==> config.mk <==
export PLATFORM = sky130hd
export DESIGN_NAME = note_sequencer_flat
export DESIGN_NICKNAME = d
export VERILOG_FILES = /design/src/rtl/note_sequencer_if.sv /design/src/rtl/note_sequencer.sv /design/src/flat_wrapper.sv
export SDC_FILE = /design/constraint.sdc
export NUM_CORES = 1
export LEC_CHECK = 0
export ABC_AREA = 1
export CAP_MARGIN = 20
export CORE_MARGIN = 4
export CORE_UTILIZATION = 61
export CTS_BUF_LIST = sky130_fd_sc_hd__clkbuf_4
export DETAILED_ROUTE_END_ITERATION = 10
export GPL_TIMING_DRIVEN = 0
export PLACE_DENSITY = 0.93
export SYNTH_ARGS = -nofsm -noshare
export SYNTH_HDL_FRONTEND = slang
export SYNTH_SLANG_ARGS = --single-unit
==> constraint.sdc <==
create_clock -name clock -period 1.7 [get_ports clock]
set_input_delay 0.34 -clock clock [delete_from_list [all_inputs] [get_ports clock]]
set_output_delay 0.34 -clock clock [all_outputs]
set_load 0.01 [all_outputs]
==> src/rtl/note_sequencer_if.sv <==
// note_sequencer_if
//   Groups the step/keyboard/button inputs and the playback/status outputs of
//   the note sequencer into one bundle.
//   master : the controller side (timer tick, keyboard, buttons); observes status.
//   slave  : the sequencer itself.
//   Signals:
//     tick        step pulse, one slot per tick
//     key_code    currently pressed note (0 = rest), sampled on tick
//     record_btn  one-cycle pulse, start/stop recording
//     play_btn    one-cycle pulse, start/abort playback
//     note_out    registered note to the tone generator
//     note_active note_out is non-zero
//     recording   sequencer is recording
//     playing     sequencer is playing
//     length      number of stored slots, 0..DEPTH
//     done        one-cycle pulse at the natural end of playback
interface note_sequencer_if #(
  parameter int DEPTH  = 16,
  parameter int NOTE_W = 4
);
  localparam int LEN_W = $clog2(DEPTH) + 1;

  logic              tick;
  logic [NOTE_W-1:0] key_code;
  logic              record_btn;
  logic              play_btn;
  logic [NOTE_W-1:0] note_out;
  logic              note_active;
  logic              recording;
  logic              playing;
  logic [LEN_W-1:0]  length;
  logic              done;

  modport master (
    output tick, key_code, record_btn, play_btn,
    input  note_out, note_active, recording, playing, length, done
  );

  modport slave (
    input  tick, key_code, record_btn, play_btn,
    output note_out, note_active, recording, playing, length, done
  );
endinterface

==> src/rtl/note_sequencer.sv <==
// note_sequencer
//   Records up to DEPTH notes, one per tick, and plays them back one per tick.
//   Three states: IDLE, RECORD, PLAY. A new recording discards the previous
//   take; recording stops on record_btn or when the store is full. Playback
//   ends naturally one tick after the last note (done pulse) or is aborted by
//   play_btn (no done pulse).
//   Ports:
//     clock  system clock, rising edge
//     clear  synchronous active-low reset
//     bus    note_sequencer_if slave modport (see interface file)
module note_sequencer #(
  parameter int DEPTH  = 16,
  parameter int NOTE_W = 4
) (
  input  logic          clock,
  input  logic          clear,
  note_sequencer_if.slave bus
);
  localparam int PTR_W = $clog2(DEPTH);
  localparam int LEN_W = PTR_W + 1;

  typedef enum logic [1:0] {
    S_IDLE   = 2'd0,
    S_RECORD = 2'd1,
    S_PLAY   = 2'd2
  } state_t;

  state_t            state_q;
  logic [PTR_W-1:0]  wr_ptr_q;
  // rd_ptr needs one extra bit: it reaches length (up to DEPTH) before the
  // end-of-playback tick. It is only used as an index while rd_ptr < length.
  logic [LEN_W-1:0]  rd_ptr_q;
  logic [LEN_W-1:0]  length_q;
  logic [NOTE_W-1:0] note_out_q;
  logic              done_q;

  logic [NOTE_W-1:0] mem [DEPTH];
  logic              mem_we;

  // A write happens only on a tick in RECORD that is not overridden by
  // record_btn or reset. RECORD always has length < DEPTH, so no overflow.
  assign mem_we = clear && (state_q == S_RECORD) && bus.tick && !bus.record_btn;

  // Note storage: contents are never reset, length makes stale slots unreachable.
  always_ff @(posedge clock) begin
    if (mem_we) begin
      mem[wr_ptr_q] <= bus.key_code;
    end
  end

  always_ff @(posedge clock) begin
    if (!clear) begin
      state_q    <= S_IDLE;
      wr_ptr_q   <= '0;
      rd_ptr_q   <= '0;
      length_q   <= '0;
      note_out_q <= '0;
      done_q     <= 1'b0;
    end else begin
      done_q <= 1'b0;
      case (state_q)
        S_IDLE: begin
          note_out_q <= '0;
          // record_btn has priority over play_btn; ticks are ignored here.
          if (bus.record_btn) begin
            state_q  <= S_RECORD;
            wr_ptr_q <= '0;
            length_q <= '0;
          end else if (bus.play_btn && (length_q != '0)) begin
            state_q  <= S_PLAY;
            rd_ptr_q <= '0;
          end
        end

        S_RECORD: begin
          note_out_q <= '0;
          if (bus.record_btn) begin
            state_q <= S_IDLE;
          end else if (bus.tick) begin
            wr_ptr_q <= wr_ptr_q + PTR_W'(1);
            length_q <= length_q + LEN_W'(1);
            // This write fills the last slot: stop recording on the same edge.
            if (length_q == LEN_W'(DEPTH - 1)) begin
              state_q <= S_IDLE;
            end
          end
        end

        S_PLAY: begin
          if (bus.play_btn) begin
            state_q    <= S_IDLE;
            note_out_q <= '0;
          end else if (bus.tick) begin
            if (rd_ptr_q < length_q) begin
              note_out_q <= mem[rd_ptr_q[PTR_W-1:0]];
              rd_ptr_q   <= rd_ptr_q + LEN_W'(1);
            end else begin
              // Extra tick after the last note so it sounds a full period.
              note_out_q <= '0;
              done_q     <= 1'b1;
              state_q    <= S_IDLE;
            end
          end
        end

        default: begin
          state_q    <= S_IDLE;
          note_out_q <= '0;
        end
      endcase
    end
  end

  assign bus.note_out    = note_out_q;
  assign bus.note_active = (note_out_q != '0);
  assign bus.recording   = (state_q == S_RECORD);
  assign bus.playing     = (state_q == S_PLAY);
  assign bus.length      = length_q;
  assign bus.done        = done_q;
endmodule
==> src/flat_wrapper.sv <==
// flat-port wrapper written by rule: the top's interface ports become plain ports
module note_sequencer_flat 
#(
  parameter int DEPTH  = 16,
  parameter int NOTE_W = 4
)
  (clock, clear, bus_tick, bus_key_code, bus_record_btn, bus_play_btn, bus_note_out, bus_note_active, bus_recording, bus_playing, bus_length, bus_done);
  note_sequencer_if #(.DEPTH(DEPTH), .NOTE_W(NOTE_W)) bus_i ();
  input  logic clock;
  input  logic clear;
  input wire logic [$bits(bus_i.tick)-1:0] bus_tick;
  input wire logic [$bits(bus_i.key_code)-1:0] bus_key_code;
  input wire logic [$bits(bus_i.record_btn)-1:0] bus_record_btn;
  input wire logic [$bits(bus_i.play_btn)-1:0] bus_play_btn;
  output wire logic [$bits(bus_i.note_out)-1:0] bus_note_out;
  output wire logic [$bits(bus_i.note_active)-1:0] bus_note_active;
  output wire logic [$bits(bus_i.recording)-1:0] bus_recording;
  output wire logic [$bits(bus_i.playing)-1:0] bus_playing;
  output wire logic [$bits(bus_i.length)-1:0] bus_length;
  output wire logic [$bits(bus_i.done)-1:0] bus_done;
  assign bus_i.tick = bus_tick;
  assign bus_i.key_code = bus_key_code;
  assign bus_i.record_btn = bus_record_btn;
  assign bus_i.play_btn = bus_play_btn;
  assign bus_note_out = bus_i.note_out;
  assign bus_note_active = bus_i.note_active;
  assign bus_recording = bus_i.recording;
  assign bus_playing = bus_i.playing;
  assign bus_length = bus_i.length;
  assign bus_done = bus_i.done;
  note_sequencer #(.DEPTH(DEPTH), .NOTE_W(NOTE_W)) u_core (.clock(clock), .clear(clear), .bus(bus_i));
endmodule
==> results.yml, run 1 <==
job:
  cap_violations: 0
floorplan:
  die_w_um: 87.9
  start_util_pct: 64.3
  ios: 22
  die_h_um: 87.9
  core-area_sq_um: 6060
  row_count: 28
  die-area_sq_um: 7730
finish:
  drive_gt1_share_pct: 23.3
  final_cell_mix: "nand2_1, nand3_1, edfxtp_1"
  final_common_cell: "nand2_1"
  antenna_cells: 0
  fill_cells: 301
  final_cells: 521
  stdcell_area_sq_um: 4780
  nets: 462
  area_delta_synth_final_pct: 22.8
  fin_util_pct: 78.9
sta:
  slew_viol_final: 0
  fin_skew_ns: 0.0195
  hold_viol_final: 0
  setup_viol: 12
  worst_slew_pin_slew_ns: 0.667
  maxSlewHeadroom_pct: 55.4
  hold_ws_ns: 0.494
  layout_setup_ws_ns: -0.164
  timing.final.crit_share_pct: 110
  rsz0062_at_grt: "yes"
  fmax_mhz: 537
  finalCriticalPeriod_ns: 1.86
logic_synthesis:
  syn_area_sq_um: 3900
  synth_area_per_cell_sq_um: 9.81
  synth_cell_types: 26
  yosysWarnings: 0
  synth_fp_nets: 418
  yosysSeqAreaShare_pct: 62.2
  ys_ff_latch: 89
  synthCells: 397
clock_tree:
  cts.sink_count: 89
  clock_tree.root_cell: "clkbuf_4"
  clock_latency_ns: 0.42
  clock_path_buffers: 2
  hold_buffers: 0
  cts_buffers: 9
  cts_max_level: 3
  cts_tree: "yes"
  path_clk_slew_ns: 0.14
worst_hold_path:
  min_path_cells: 2
  hp-class: "reg2reg"
worst_setup_path:
  end_kind: "flop"
  reg2reg_depth: 10
  crit_chain: "ha_4 -> nand2_2 -> nor2_1 -> nand2_2 -> nand3_4 -> nand2_4 -> nand4_4 -> nand2_1 -> nand2_1 -> nor2_1"
  startpoint_type: "flop"
  critical_path.top_delay_family: "simple AND/OR/NAND/NOR gates"
  worst-path-stages: 10
  slowest_delay_ns: 0.48
  cp.buffers_inverters: 0
  reg2reg_slack_ns: -0.16
  critPathKind: "reg2reg"
  cpMaxStageDelayCell: "dfxtp_1"
  worstPathRequired_ns: 2.05
  cp_max_fo: 7
  worstPathArrival_ns: 2.21
status:
  outcome: "finished, violations left"
  violations: "setup timing"
detailed_routing:
  drcViolationCount: 0
  post_drt_wl_per_cell_um: 21.2
  drt_pre_antenna_iters: 5
  final_antenna_net_count: 0
  drtIter0Drc: 527
  vias: 3272
  viasPerCell: 6.28
  routed_wl_mm: 11.0
grt:
  grt_use_total_pct: 25.2
  globalRoute.totalOverflow: 0
  grt_pass1_wl_mm: 14.6
  grt_pass1_vias: 2980
  grt_max_degree: 17
  antenna_found_initial: 0
pwr:
  peakVddDrop_uv: 950
  cellPowerDensity_nw_per_um2: 809
  leakage_nw: 1.84
place:
  port_buffers: 21
  dp_hpwl_mm: 5.92
  dp_slack_ns: -0.683
  place_area_sq_um: 4200
  gp_congestion: 0.920
  place_inst: 493
-- what timing repair did --
| item | in CTS | in global routing |
|---|---|---|
| pin swaps | 4 | 12 |
| resized for setup | 45 | 57 |
| setup endpoints to repair | 84 | 86 |
| buffers inserted | 3 | 9 |
-- state kept, by name, indices dropped and copies added (netlist names), named ones only --
signal and flops:
u_core.bus.length 5, u_core.bus.done 1, u_core.bus.note_out 4, u_core.wr_ptr_q 4, u_core.rd_ptr_q 5, u_core.mem 64, u_core.state_q 2
-- synthesized netlist by cell type, drive strengths merged --
cell type	count	area (sq um)
xor2	3	26.3
nand2	111	422
edfxtp	64	1920
and3	1	6.26
o21ai	3	15.0
buf	10	57.6
o32ai	1	8.76
xnor2	1	8.76
a21oi	18	90.1
clkbuf	1	3.75
or4	1	7.51
nor2	34	133
nand3	71	360
o31ai	3	22.5
inv	30	113
ha	12	150
nor3	5	25.0
dfxtp	25	500
nand4	3	25.0
-- where the power goes --
group	switching, W	internal, W
logic	0.000140	0.0000602
clock network	0.000700	0.000642
registers	0.00000712	0.00232
total	0.000846	0.00303
-- worst paths after layout --
path	start	endpoint
setup reg to reg	u_core.rd_ptr_q[4]	flop
setup / recovery	u_core.rd_ptr_q[4]	flop
hold / removal	u_core.bus.note_out[3]	u_core.bus.note_out[3]
hold reg to reg	u_core.bus.note_out[3]	u_core.bus.note_out[3]
-- metrics by stage --
| step | power, W | TNS (ns) |
|---|---|---|
| after floorplan | 0.00246 | 0 |
| after detailed placement | 0.00254 | -42.55 |
| after global placement | 0.00253 | -38.83 |
| after CTS | 0.00378 | -0.150 |
| after global routing | 0.00394 | -1.46 |
| final | 0.00387 | -0.555 |
-- cells by family (layout without fill, tap and decap cells) --
group	after synthesis	after routing	share of synthesized area (%)
buffers and inverters	41	90	4.46
and+or+nand+nor	226	226	25.1
AOI/OAI and AO/OA	25	25	3.50
xor gates and xnor gates	4	4	0.899
DFF	89	89	62.2
adders and majority gates	12	12	3.85
-- metal layers --
metal,vias to the layer above,GRT usage [%],part of all wire (%)
met5,-,0,0
met4,0,11.3,4.4
met2,256,42.4,49
li1,1438,-,-
met1,1521,32.0,36
met3,57,4.23,9.7
-- area by class of cell --
type / instances / area [sq um] / area share (%)
buffer: 11 / 61.3 / 1.28
clock inverter: 4 / 68.8 / 1.44
multi-input combinational: 267 / 1610 / 33.7
clock buffer: 12 / 90.1 / 1.88
timing repair buffer: 33 / 302 / 6.30
tap: 75 / 93.8 / 1.96
sequential: 89 / 2440 / 51.1
inverter: 30 / 115 / 2.41
-- worst register-to-register path: cells and delay by family, from the launching register on --
family,cells,cell delay (ns)
adder cells (fa/ha/maj),1,0.25
flip-flops,1,0.48
AND/OR/NAND/NOR,9,1.06
Note: power is estimated with default switching activity, not from simulation.
==> run 2, diff against run 1 <==
--- a/config.mk
+++ b/config.mk
@@ -7,6 +7,7 @@
 export LEC_CHECK = 0
 export ABC_AREA = 1
 export CAP_MARGIN = 20
+export CORE_ASPECT_RATIO = 2
 export CORE_MARGIN = 4
 export CORE_UTILIZATION = 61
 export CTS_BUF_LIST = sky130_fd_sc_hd__clkbuf_4
==> run 2 against run 1 <==
  * The flow still finishes with violations (setup timing)
  * Highest routed layer unchanged
  * Largest power group unchanged
  * Sequential share of layout area grew 0.85 points
  * Clock-buffer cell count shrank 3
  * Fmax grew 5.1%
  * Global-route usage grew 1.6 points
  * Critical path depth shrank 8
==> results.yml, run 2 (synthesis results as in run 1) <==
place:
  gp_congestion: 0.944
  port_buffers: 21
  place_inst: 504
  dp_hpwl_mm: 6.25
detailed_routing:
  viasPerCell: 5.88
  drcViolationCount: 0
  drt_pre_antenna_iters: 5
  vias: 3122
  final_antenna_net_count: 0
  routed_wl_mm: 10.3
  post_drt_wl_per_cell_um: 19.4
  drtIter0Drc: 348
sta:
  fin_skew_ns: 0.0321
  finalCriticalPeriod_ns: 1.77
  worst_slew_pin_slew_ns: 0.707
  hold_viol_final: 0
  slew_viol_final: 0
  layout_setup_ws_ns: -0.0737
  setup_viol: 2
  timing.final.crit_share_pct: 104
  hold_ws_ns: 0.449
  rsz0062_at_grt: "yes"
  maxSlewHeadroom_pct: 52.7
  fmax_mhz: 564
floorplan:
  ios: 22
  die-area_sq_um: 7810
  row_count: 41
  die_h_um: 121
  start_util_pct: 62.3
  core-area_sq_um: 6260
  die_w_um: 64.5
finish:
  final_cell_mix: "nand2_1, nand3_1, edfxtp_1"
  fin_util_pct: 75.3
  final_common_cell: "nand2_1"
  drive_gt1_share_pct: 22.7
  final_cells: 531
  regMostFlops: "u_core.mem"
  nets: 460
  largest_reg_flops: 64
  fill_cells: 417
  area_delta_synth_final_pct: 20.9
worst_setup_path:
  cp_max_fo: 3
  r2r_end: "u_core.state_q[1]"
  worstReg2RegStart: "u_core.bus.length[3]"
  critPathKind: "reg2out"
  reg2reg_slack_ns: -0.05
  startpoint_type: "flop"
  reg2reg_depth: 12
  end_kind: "output port"
  worstPathArrival_ns: 1.43
  worstPathRequired_ns: 1.36
pwr:
  cellPowerDensity_nw_per_um2: 792
  leakage_nw: 1.80
  peakVddDrop_uv: 707
  totalPowerFinal_w: 0.00373
worst_hold_path:
  min_path_cells: 3
  hp-start: "clear"
  hp-class: "in2reg"
job:
  cap_violations: 0
status:
  violations: "setup timing"
  outcome: "finished, violations left"
grt:
  globalRoute.totalOverflow: 0
  grt_pass1_vias: 3009
  antenna_found_initial: 1
  grt_pass1_wl_mm: 15.2
  grt_max_degree: 17
  grt_use_total_pct: 26.8
clock_tree:
  hold_buffers: 0
  cts.sink_count: 89
  clock_tree.root_cell: "clkbuf_4"
  cts_max_level: 3
  clock_latency_ns: 0.47
  clock_path_buffers: 2
  cts_buffers: 9
  path_clk_slew_ns: 0.15
  cts_tree: "yes"
-- run 2: worst max path at each step --
stage,from,to,slack (ns),cells past startpoint
6_report,u_core.bus.note_out[1],bus_note_active,-0.07,2
5_1_grt,u_core.bus.note_out[1],bus_note_active,-0.14,2
4_1_cts,u_core.bus.note_out[1],bus_note_active,-0.10,2
3_5_place_dp,clear,u_core.mem[14][2],-0.80,5
3_3_place_gp,clear,u_core.mem[14][0],-0.73,5
2_1_floorplan,u_core.bus.length[2],flop,0.10,10
-- run 2: layer usage --
layer	share of wire, %	global-route usage [%]
met1	35	27.2
met2	54	48.6
met3	5.1	4.63
met4	5.7	17.5
met5	0	0
-- run 2: where the power goes --
| part | internal, W | switching (W) | leakage (nW) | total [W] |
|---|---|---|---|---|
| sequential | 0.00232 | 0.00000639 | 0.784 | 0.00233 |
| combinational | 0.0000564 | 0.000133 | 0.932 | 0.000189 |
| clock | 0.000450 | 0.000762 | 0.0789 | 0.00121 |
-- run 2: through the flow --
| stage | setup TNS [ns] | setup slack [ns] | cell area (sq um) |
|---|---|---|---|
| after floorplan | 0 | 0.103 | 3900 |
| after global placement | -41.93 | -0.732 | 4210 |
| after detailed placement | -46.76 | -0.802 | 4210 |
| after CTS | -0.103 | -0.103 | 4500 |
| after global routing | -0.993 | -0.144 | 4710 |
| final | -0.122 | -0.0737 | 4710 |
-- run 2: critical path, stage by stage, from the launching register on --
cell and delay (ns):
dfxtp_2 0.34, or4_1 0.50, buf_2 0.15
-- run 2: area by class of cell --
cell class | count | area [sq um] | share of cell area [%]
inverter | 30 | 118 | 2.50
antenna | 1 | 2.50 | 0.0531
clock inverter | 7 | 66.3 | 1.41
multi-input combinational | 267 | 1580 | 33.5
timing repair buffer | 31 | 265 | 5.63
tap | 86 | 108 | 2.28
buffer | 11 | 61.3 | 1.30
sequential | 89 | 2450 | 51.9
clock buffer | 9 | 67.6 | 1.43
-- run 2: what timing repair did --
item	CTS	global route
pin swaps	1	8
setup endpoints to repair	90	78
gates resized for setup	64	42
setup buffers	1	9
